**src/rtl/mem_arbiter_if.sv**
```systemverilog
// mem_arbiter_if: core, debug-loader and memory-side signals of the shared memory arbiter.
// master is the surrounding system (core, loader, memory); slave is the arbiter itself.
interface mem_arbiter_if #(parameter int AW = 8, parameter int DW = 8);
    logic          cpu_read;
    logic          cpu_write;
    logic [AW-1:0] cpu_adr;
    logic [DW-1:0] cpu_wdata;
    logic [DW-1:0] cpu_rdata;
    logic          cpu_stall;
    logic          dbg_req;
    logic          dbg_we;
    logic [AW-1:0] dbg_adr;
    logic [DW-1:0] dbg_wdata;
    logic          dbg_ack;
    logic [DW-1:0] dbg_rdata;
    logic          mem_en;
    logic          mem_we;
    logic [AW-1:0] mem_adr;
    logic [DW-1:0] mem_wdata;
    logic [DW-1:0] mem_rdata;

    modport master (
        output cpu_read, cpu_write, cpu_adr, cpu_wdata,
        input  cpu_rdata, cpu_stall,
        output dbg_req, dbg_we, dbg_adr, dbg_wdata,
        input  dbg_ack, dbg_rdata,
        input  mem_en, mem_we, mem_adr, mem_wdata,
        output mem_rdata
    );

    modport slave (
        input  cpu_read, cpu_write, cpu_adr, cpu_wdata,
        output cpu_rdata, cpu_stall,
        input  dbg_req, dbg_we, dbg_adr, dbg_wdata,
        output dbg_ack, dbg_rdata,
        output mem_en, mem_we, mem_adr, mem_wdata,
        input  mem_rdata
    );
endinterface

```
**src/rtl/mem_arbiter.sv**
```systemverilog
// mem_arbiter: round-robin sharing of one memory port between the core (C) and the debug loader (D).
// Memory-side outputs are registered; the core stalls until its own access reaches DONE.
module mem_arbiter #(
    parameter int AW      = 8,
    parameter int DW      = 8,
    parameter int MEM_LAT = 1
) (
    input  logic        clk,
    input  logic        reset,
    mem_arbiter_if.slave bus
);
    localparam int CW = MEM_LAT > 1 ? $clog2(MEM_LAT) : 1;

    typedef enum logic [1:0] {IDLE, ISSUE, WAIT, DONE} state_t;

    state_t        state, state_n;
    logic          req_c, gnt, gnt_d, last_beat;
    logic          owner, last_gnt, cpu_done;
    logic [CW-1:0] cnt;

    assign req_c         = bus.cpu_read | bus.cpu_write;
    assign bus.cpu_stall = req_c & ~(cpu_done & ~reset);

    // last_gnt/owner: 1 means port D; a tie goes to the port that did not win last time
    always_comb begin
        state_n   = state;
        gnt       = 1'b0;
        gnt_d     = bus.dbg_req & (~req_c | ~last_gnt);
        last_beat = cnt == CW'(MEM_LAT - 1);
        unique case (state)
            IDLE: begin
                gnt     = req_c | bus.dbg_req;
                state_n = gnt ? ISSUE : IDLE;
            end
            ISSUE:   state_n = bus.mem_we ? DONE : WAIT;
            WAIT:    state_n = last_beat ? DONE : WAIT;
            default: state_n = IDLE;
        endcase
    end

    always_ff @(posedge clk) begin
        if (reset) begin
            state         <= IDLE;
            owner         <= 1'b0;
            last_gnt      <= 1'b1;
            cnt           <= '0;
            cpu_done      <= 1'b0;
            bus.dbg_ack   <= 1'b0;
            bus.mem_en    <= 1'b0;
            bus.mem_we    <= 1'b0;
            bus.mem_adr   <= '0;
            bus.mem_wdata <= '0;
            bus.cpu_rdata <= '0;
            bus.dbg_rdata <= '0;
        end else begin
            state       <= state_n;
            cnt         <= state == WAIT ? cnt + 1'b1 : '0;
            bus.mem_en  <= gnt;
            bus.mem_we  <= gnt & (gnt_d ? bus.dbg_we : bus.cpu_write);
            cpu_done    <= (state_n == DONE) & ~owner;
            bus.dbg_ack <= (state_n == DONE) & owner;
            if (gnt) begin
                owner         <= gnt_d;
                last_gnt      <= gnt_d;
                bus.mem_adr   <= gnt_d ? bus.dbg_adr : bus.cpu_adr;
                bus.mem_wdata <= gnt_d ? bus.dbg_wdata : bus.cpu_wdata;
            end
            if (state == WAIT && last_beat) begin
                if (owner) bus.dbg_rdata <= bus.mem_rdata;
                else       bus.cpu_rdata <= bus.mem_rdata;
            end
        end
    end
endmodule

```
**src/flat_wrapper.sv**
```systemverilog
// flat-port wrapper written by rule: the top's interface ports become plain ports
module mem_arbiter_flat 
#(
    parameter int AW      = 8,
    parameter int DW      = 8,
    parameter int MEM_LAT = 1
)
  (clk, reset, bus_cpu_read, bus_cpu_write, bus_cpu_adr, bus_cpu_wdata, bus_cpu_rdata, bus_cpu_stall, bus_dbg_req, bus_dbg_we, bus_dbg_adr, bus_dbg_wdata, bus_dbg_ack, bus_dbg_rdata, bus_mem_en, bus_mem_we, bus_mem_adr, bus_mem_wdata, bus_mem_rdata);
  mem_arbiter_if #(.AW(AW), .DW(DW)) bus_i ();
  input  logic clk;
  input  logic reset;
  input wire logic [$bits(bus_i.cpu_read)-1:0] bus_cpu_read;
  input wire logic [$bits(bus_i.cpu_write)-1:0] bus_cpu_write;
  input wire logic [$bits(bus_i.cpu_adr)-1:0] bus_cpu_adr;
  input wire logic [$bits(bus_i.cpu_wdata)-1:0] bus_cpu_wdata;
  output wire logic [$bits(bus_i.cpu_rdata)-1:0] bus_cpu_rdata;
  output wire logic [$bits(bus_i.cpu_stall)-1:0] bus_cpu_stall;
  input wire logic [$bits(bus_i.dbg_req)-1:0] bus_dbg_req;
  input wire logic [$bits(bus_i.dbg_we)-1:0] bus_dbg_we;
  input wire logic [$bits(bus_i.dbg_adr)-1:0] bus_dbg_adr;
  input wire logic [$bits(bus_i.dbg_wdata)-1:0] bus_dbg_wdata;
  output wire logic [$bits(bus_i.dbg_ack)-1:0] bus_dbg_ack;
  output wire logic [$bits(bus_i.dbg_rdata)-1:0] bus_dbg_rdata;
  output wire logic [$bits(bus_i.mem_en)-1:0] bus_mem_en;
  output wire logic [$bits(bus_i.mem_we)-1:0] bus_mem_we;
  output wire logic [$bits(bus_i.mem_adr)-1:0] bus_mem_adr;
  output wire logic [$bits(bus_i.mem_wdata)-1:0] bus_mem_wdata;
  input wire logic [$bits(bus_i.mem_rdata)-1:0] bus_mem_rdata;
  assign bus_i.cpu_read = bus_cpu_read;
  assign bus_i.cpu_write = bus_cpu_write;
  assign bus_i.cpu_adr = bus_cpu_adr;
  assign bus_i.cpu_wdata = bus_cpu_wdata;
  assign bus_cpu_rdata = bus_i.cpu_rdata;
  assign bus_cpu_stall = bus_i.cpu_stall;
  assign bus_i.dbg_req = bus_dbg_req;
  assign bus_i.dbg_we = bus_dbg_we;
  assign bus_i.dbg_adr = bus_dbg_adr;
  assign bus_i.dbg_wdata = bus_dbg_wdata;
  assign bus_dbg_ack = bus_i.dbg_ack;
  assign bus_dbg_rdata = bus_i.dbg_rdata;
  assign bus_mem_en = bus_i.mem_en;
  assign bus_mem_we = bus_i.mem_we;
  assign bus_mem_adr = bus_i.mem_adr;
  assign bus_mem_wdata = bus_i.mem_wdata;
  assign bus_i.mem_rdata = bus_mem_rdata;
  mem_arbiter #(.AW(AW), .DW(DW), .MEM_LAT(MEM_LAT)) u_core (.clk(clk), .reset(reset), .bus(bus_i));
endmodule
```
**config.mk**
```make
export PLATFORM = sky130hd
export DESIGN_NAME = mem_arbiter_flat
export DESIGN_NICKNAME = d
export VERILOG_FILES = /design/src/rtl/mem_arbiter_if.sv /design/src/rtl/mem_arbiter.sv /design/src/flat_wrapper.sv
export SDC_FILE = /design/constraint.sdc
export NUM_CORES = 1
export LEC_CHECK = 0
export CAP_MARGIN = 10
export CORE_MARGIN = 10
export CORE_UTILIZATION = 30
export CTS_CLUSTER_DIAMETER = 120
export DETAILED_ROUTE_END_ITERATION = 7
export PLACE_DENSITY = 0.71
export SLEW_MARGIN = 20
export SYNTH_ARGS = -nofsm -noshare
export SYNTH_HDL_FRONTEND = slang
export SYNTH_SLANG_ARGS = --single-unit
```
**constraint.sdc**
```tcl
create_clock -name clk -period 2.8 [get_ports clk]
set_input_delay 0.42 -clock clk [delete_from_list [all_inputs] [get_ports clk]]
set_output_delay 0.42 -clock clk [all_outputs]
set_load 0.03 [all_outputs]
```
==> results.toml, run 1 <==
[drt]
firstDrtPassIters = 4
wl_per_cell_um = 16.3
route.detailed.drc = 0
postRouteAntennaNets = 0
wl_mm = 5.49
via_count = 1657
drtIter0Drc = 73
viasPerCell = 4.92

[worst_setup_path]
critPathCaptureType = "output pin"
start_kind = "primary input"
crit_type = "in -> out"
worstPathMaxFanout = 6
worstPathRequired_ps = 2380
worst_ep_arrival_time_ps = 1550

[yosys]
synth.distinct_cells = 29
ys_seq_elements = 41
syn_avg_cell_area_um2 = 9.28
syn-cell-area_um2 = 1710
synth.net_count = 234
synth_seq_area_share = 0.481
yosysWarnings = 0
netlist_instances = 184

[clock_tree]
clkLatencyLatePin_ps = 290
path_clk_slew_ps = 80
hold_buffers = 0
clock-sinks = 41
cts-root-buf = "clkbuf_8"
cts-buffers-inserted = 5
cts-htree-levels = 2
cts_buffer_depth = 2
cts_tree = "done"
post-cts-setup-buffers = 0
cts_resized = 0

[timing]
fmax_ghz = 0.507
setup_viol = 0
skew_ps = 5.25
fin_crit_ps = 1970
slew_violations = 0
finalSetupTns_ps = 0
hold_viol_final = 0
period_share = 0.704
rsz0062_at_grt = "no"
slew_headroom = 0.614
tightestPinTransition_ps = 577

[pwr]
p_total_w = 0.00248
power_leakage_nw = 1.02
p_seq_frac = 0.342
sw_frac_of_total = 0.413
intPower_w = 0.00145
switchingPower_w = 0.00102
ir_worst_vdd_mv = 0.418
power_frac_clock = 0.152
pwr-share-comb = 0.506
p_per_area_nw_per_um2 = 933

[global_routing]
track_usage = 0.119
grt_util_met1 = 0.141
grt_max_degree = 23
grt_pass1_vias = 1722
overflow = 0
grt_pass1_wl_mm = 8.73
antenna_found_initial = 0
globalRoute.busiestLayer = "met2"
met2_usage = 0.195
gr-usage-met3 = 0.0416

[job]
maxCapViolations = 0

[layout]
syn_to_final_growth_pct = 55.6
n_antenna_cell = 0
drive_above_1_share = 0.0717
nets = 314
fillerInstances = 512
fin_cells = 337

[floorplanning]
die-height_um = 95.4
dieWidth_um = 95.4
coreArea_um2 = 5510
die-area_um2 = 9110
pin_count = 82
start_util = 0.310
row_count = 27

[placed_design]
port_buffers = 81
hpwl_mm = 4.13
routabilityCongestion = 0.753
place_inst = 329

[run_status]
status = "completed"

[worst_hold_path]
hp-class = "reg -> reg"
## final cells by class
| cell class | instances | area [um^2] | share of cell area |
|---|---|---|---|
| flip-flops and latches | 41 | 821 | 0.309 |
| repair buffers | 86 | 846 | 0.319 |
| well taps | 72 | 90.1 | 0.0339 |
| inverters | 4 | 15.0 | 0.00566 |
| multi-input cells | 126 | 797 | 0.300 |
| clock buffers | 5 | 68.8 | 0.0259 |
| clock inverters | 3 | 17.5 | 0.00660 |
## routing by layer
| layer | wire length [um] | vias to the layer above |
|---|---|---|
| li1 | - | 818 |
| met1 | 2330 | 775 |
| met2 | 2700 | 56 |
| met3 | 359 | 8 |
| met4 | 98 | 0 |
| met5 | 0 | - |
## Yosys cell counts (all sizes together)
library cell | number | share of area
inv | 4 | 0.0088
a21boi | 1 | 0.0044
nand2 | 2 | 0.0044
ha | 4 | 0.029
nand2b | 1 | 0.0037
buf | 9 | 0.034
and3b | 1 | 0.0051
a32oi | 1 | 0.0051
o21ai | 35 | 0.11
mux2i | 16 | 0.094
nor2b | 1 | 0.0037
nand3b | 1 | 0.0044
a21oi | 18 | 0.053
dfxtp | 41 | 0.48
nand3 | 1 | 0.0029
clkbuf | 4 | 0.0095
a31o | 1 | 0.0051
o31a | 1 | 0.0059
o21a | 1 | 0.0088
a31oi | 16 | 0.059
nor3b | 2 | 0.0088
nor2 | 22 | 0.048
o31ai | 1 | 0.012
## per-stage QoR
stage	util	worst slack, ps	hold WS [ps]	cell area, um^2
after detailed placement	0.466	820	480	2570
after CTS	0.482	831	486	2660
after global placement	0.466	853	474	2570
after global routing	0.482	761	524	2660
final	0.482	829	496	2660
after floorplan	-	1220	448	1710
## worst paths after layout
kind,startpoint,to,slack (ps),depth (start not counted)
worst max-delay path,bus_cpu_write,bus_cpu_stall,830,4
worst min-delay path,u_core.bus.cpu_rdata[1],u_core.bus.cpu_rdata[1],500,2
worst max register to register,u_core.state[0],u_core.bus.dbg_rdata[5],1260,5
worst min register to register,u_core.bus.cpu_rdata[1],u_core.bus.cpu_rdata[1],500,2
## power groups by stage
stage                     Combinational, W  Sequential (W)  Clock (W)
after detailed placement           0.00126        0.000855          0
after global routing               0.00135        0.000868   0.000416
after CTS                          0.00126        0.000847   0.000394
final                              0.00125        0.000848   0.000377
after global placement             0.00125        0.000855          0
after floorplan                   0.000530         0.00111          0
## kinds of logic after synthesis
kind of cell,Yosys count,synth area share
adders and majority gates,4,0.0293
muxes,16,0.0938
AOI/OAI and AO/OA,75,0.262
and+or+nand+nor,31,0.0814
buffers and inverters,17,0.0520
DFF,41,0.481
## sequential cells by signal, indices dropped and copies added (netlist names)
name                  cells
u_core.bus.dbg_ack        1
u_core.bus.mem_en         1
u_core.bus.cpu_rdata      8
u_core.bus.dbg_rdata      8
u_core.owner              1
u_core.cpu_done           1
u_core.bus.mem_wdata      8
u_core.last_gnt           1
u_core.cnt                1
u_core.state              2
u_core.bus.mem_adr        8
u_core.bus.mem_we         1
## placed cells by master, fill, tap and decap left out
master,synthesis,routed
mux2i_1,16,16
a21oi_1,18,18
o21ai_0,33,33
and3b_1,1,1
a21boi_1,1,1
clkinvlp_4,0,1
clkdlybuf4s50_1,0,80
nor3b_1,2,2
dfxtp_1,41,41
o21a_4,1,1
nor2b_1,1,1
nand2b_1,1,1
nand3_1,1,1
a31o_2,1,1
clkbuf_8,0,5
inv_1,4,4
nor2_1,22,22
buf_4,1,6
nand3b_1,1,1
a31oi_1,16,16
o21ai_1,1,1
a32oi_1,1,1
clkinv_2,0,2
nand2_1,2,2
o31ai_4,1,1
o31a_2,1,1
ha_1,4,4
o21ai_4,1,1
## critical path: stages
cell and delay (ps):
clkdlybuf4s50_1 690, nor2_1 120, a21oi_1 140, buf_4 180
Power figures use the tool's default switching activity.
==> inputs of run 2 (changes only) <==
Clock period 2.8 ns to 2 ns, I/O delays scaled along.
==> run 2 against run 1 <==
Compared with the run above:
- die area unchanged
- non-clock buffer count increased by 3
- worst setup slack got worse by 540 ps
- first-iteration DRC count is 2.7% lower
- clock skew decreased by 1.1 ps
- worst hold slack got worse by 10 ps
- power grew 41%
- final cell count up 0.89%
- clock power increased by 36%
- register-to-register slack got worse by 770 ps
- critical path type unchanged
==> results.toml, run 2 (synthesis gave the netlist of run 1 again) <==
[run_status]
status = "completed"

[timing]
slew_violations = 0
hold_slack_ps = 486
setup_viol = 0
skew_ps = 4.16
slew_headroom = 0.681
hold_viol_final = 0
rsz0062_at_grt = "no"
fin_crit_ps = 1710
period_share = 0.853
fmax_ghz = 0.586
tightestPinTransition_ps = 478
finalSetupTns_ps = 0

[global_routing]
antenna_found_initial = 0
overflow = 0
track_usage = 0.120
grt_max_degree = 22
grt_pass1_vias = 1746
grt_pass1_wl_mm = 8.63

[pwr]
power_leakage_nw = 1.03
p_per_area_nw_per_um2 = 1300
ir_worst_vdd_mv = 0.611

[drt]
wl_mm = 5.34
postRouteAntennaNets = 0
drtIter0Drc = 71
route.detailed.drc = 0
firstDrtPassIters = 6
wl_per_cell_um = 15.7
via_count = 1646
viasPerCell = 4.84

[layout]
final_core_util = 0.486
drive_above_1_share = 0.0784
design_area_um2 = 2670
n_antenna_cell = 0
layout_common_cells = "clkdlybuf4s50_1, dfxtp_1, o21ai_0"
layout_commonest_cell = "clkdlybuf4s50_1"
nets = 317
fin_cells = 340
syn_to_final_growth_pct = 56.7

[floorplanning]
dieWidth_um = 95.4
pin_count = 82
start_util = 0.310
die-area_um2 = 9110
row_count = 27
die-height_um = 95.4
coreArea_um2 = 5510

[clock_tree]
cts_tree = "done"
hold_buffers = 0
cts_resized = 0
clkLatencyLatePin_ps = 290
cts-htree-levels = 2
cts_buffer_depth = 2
path_clk_slew_ps = 80
cts-buffers-inserted = 5
clock-sinks = 41
post-cts-setup-buffers = 0
cts-root-buf = "clkbuf_8"

[worst_hold_path]
hp-class = "reg -> reg"

[worst_setup_path]
worst_ep_arrival_time_ps = 1410
start_kind = "primary input"
worstPathRequired_ps = 1700
critPathCaptureType = "output pin"
worstPathMaxFanout = 6
crit_type = "in -> out"

[placed_design]
routabilityCongestion = 0.778
place_inst = 332
port_buffers = 81
hpwl_mm = 4.12
dpl_cell_area_um2 = 2590

[job]
maxCapViolations = 0
==> run 2: cell types whose count changed in the layout (fill, tap and decap cells not counted) <==
cell	delta
clkinvlp_4	-1
clkbuf_1	+1
buf_4	+3
==> run 2: path summary, 6_finish.rpt <==
path	startpoint	end	slack [ps]	cells past startpoint
min	u_core.owner	u_core.bus.dbg_ack	490	2
min reg2reg	u_core.owner	u_core.bus.dbg_ack	490	2
max reg2reg	u_core.state[0]	u_core.bus.dbg_rdata[2]	490	6
max	bus_cpu_write	bus_cpu_stall	290	4
==> run 2: layout make-up <==
cell class	instances	area (um^2)
fillers	541	2830
repair buffers	89	868
flip-flops and latches	41	821
multi-input cells	126	797
well taps	72	90.1
clock buffers	6	72.6
inverters	4	15.0
clock inverters	2	10.0
==> run 2: worst max-delay path, stage by stage <==
cell and delay, ps:
clkdlybuf4s50_1 690, nor2_1 120, a21oi_1 130, buf_4 170
==> run 2: per-layer routing <==
metal  part of all wire  GRT usage
met1               0.40      0.133
met2               0.51      0.207
met3              0.076     0.0463
met4              0.014     0.0381
met5                  0          0
==> run 2: power breakdown <==
| part | internal, W | total, W | switching [W] | leakage, nW |
|---|---|---|---|---|
| sequential | 0.00105 | 0.00119 | 0.000134 | 0.337 |
| clock | 0.000242 | 0.000512 | 0.000271 | 0.0450 |
| combinational | 0.000767 | 0.00179 | 0.00102 | 0.653 |
==> run 2: metrics by stage <==
step	setup slack, ps	power, W
after floorplan	659	0.00230
after global placement	236	0.00298
after detailed placement	206	0.00300
after CTS	291	0.00354
after global routing	174	0.00375
final	294	0.00349
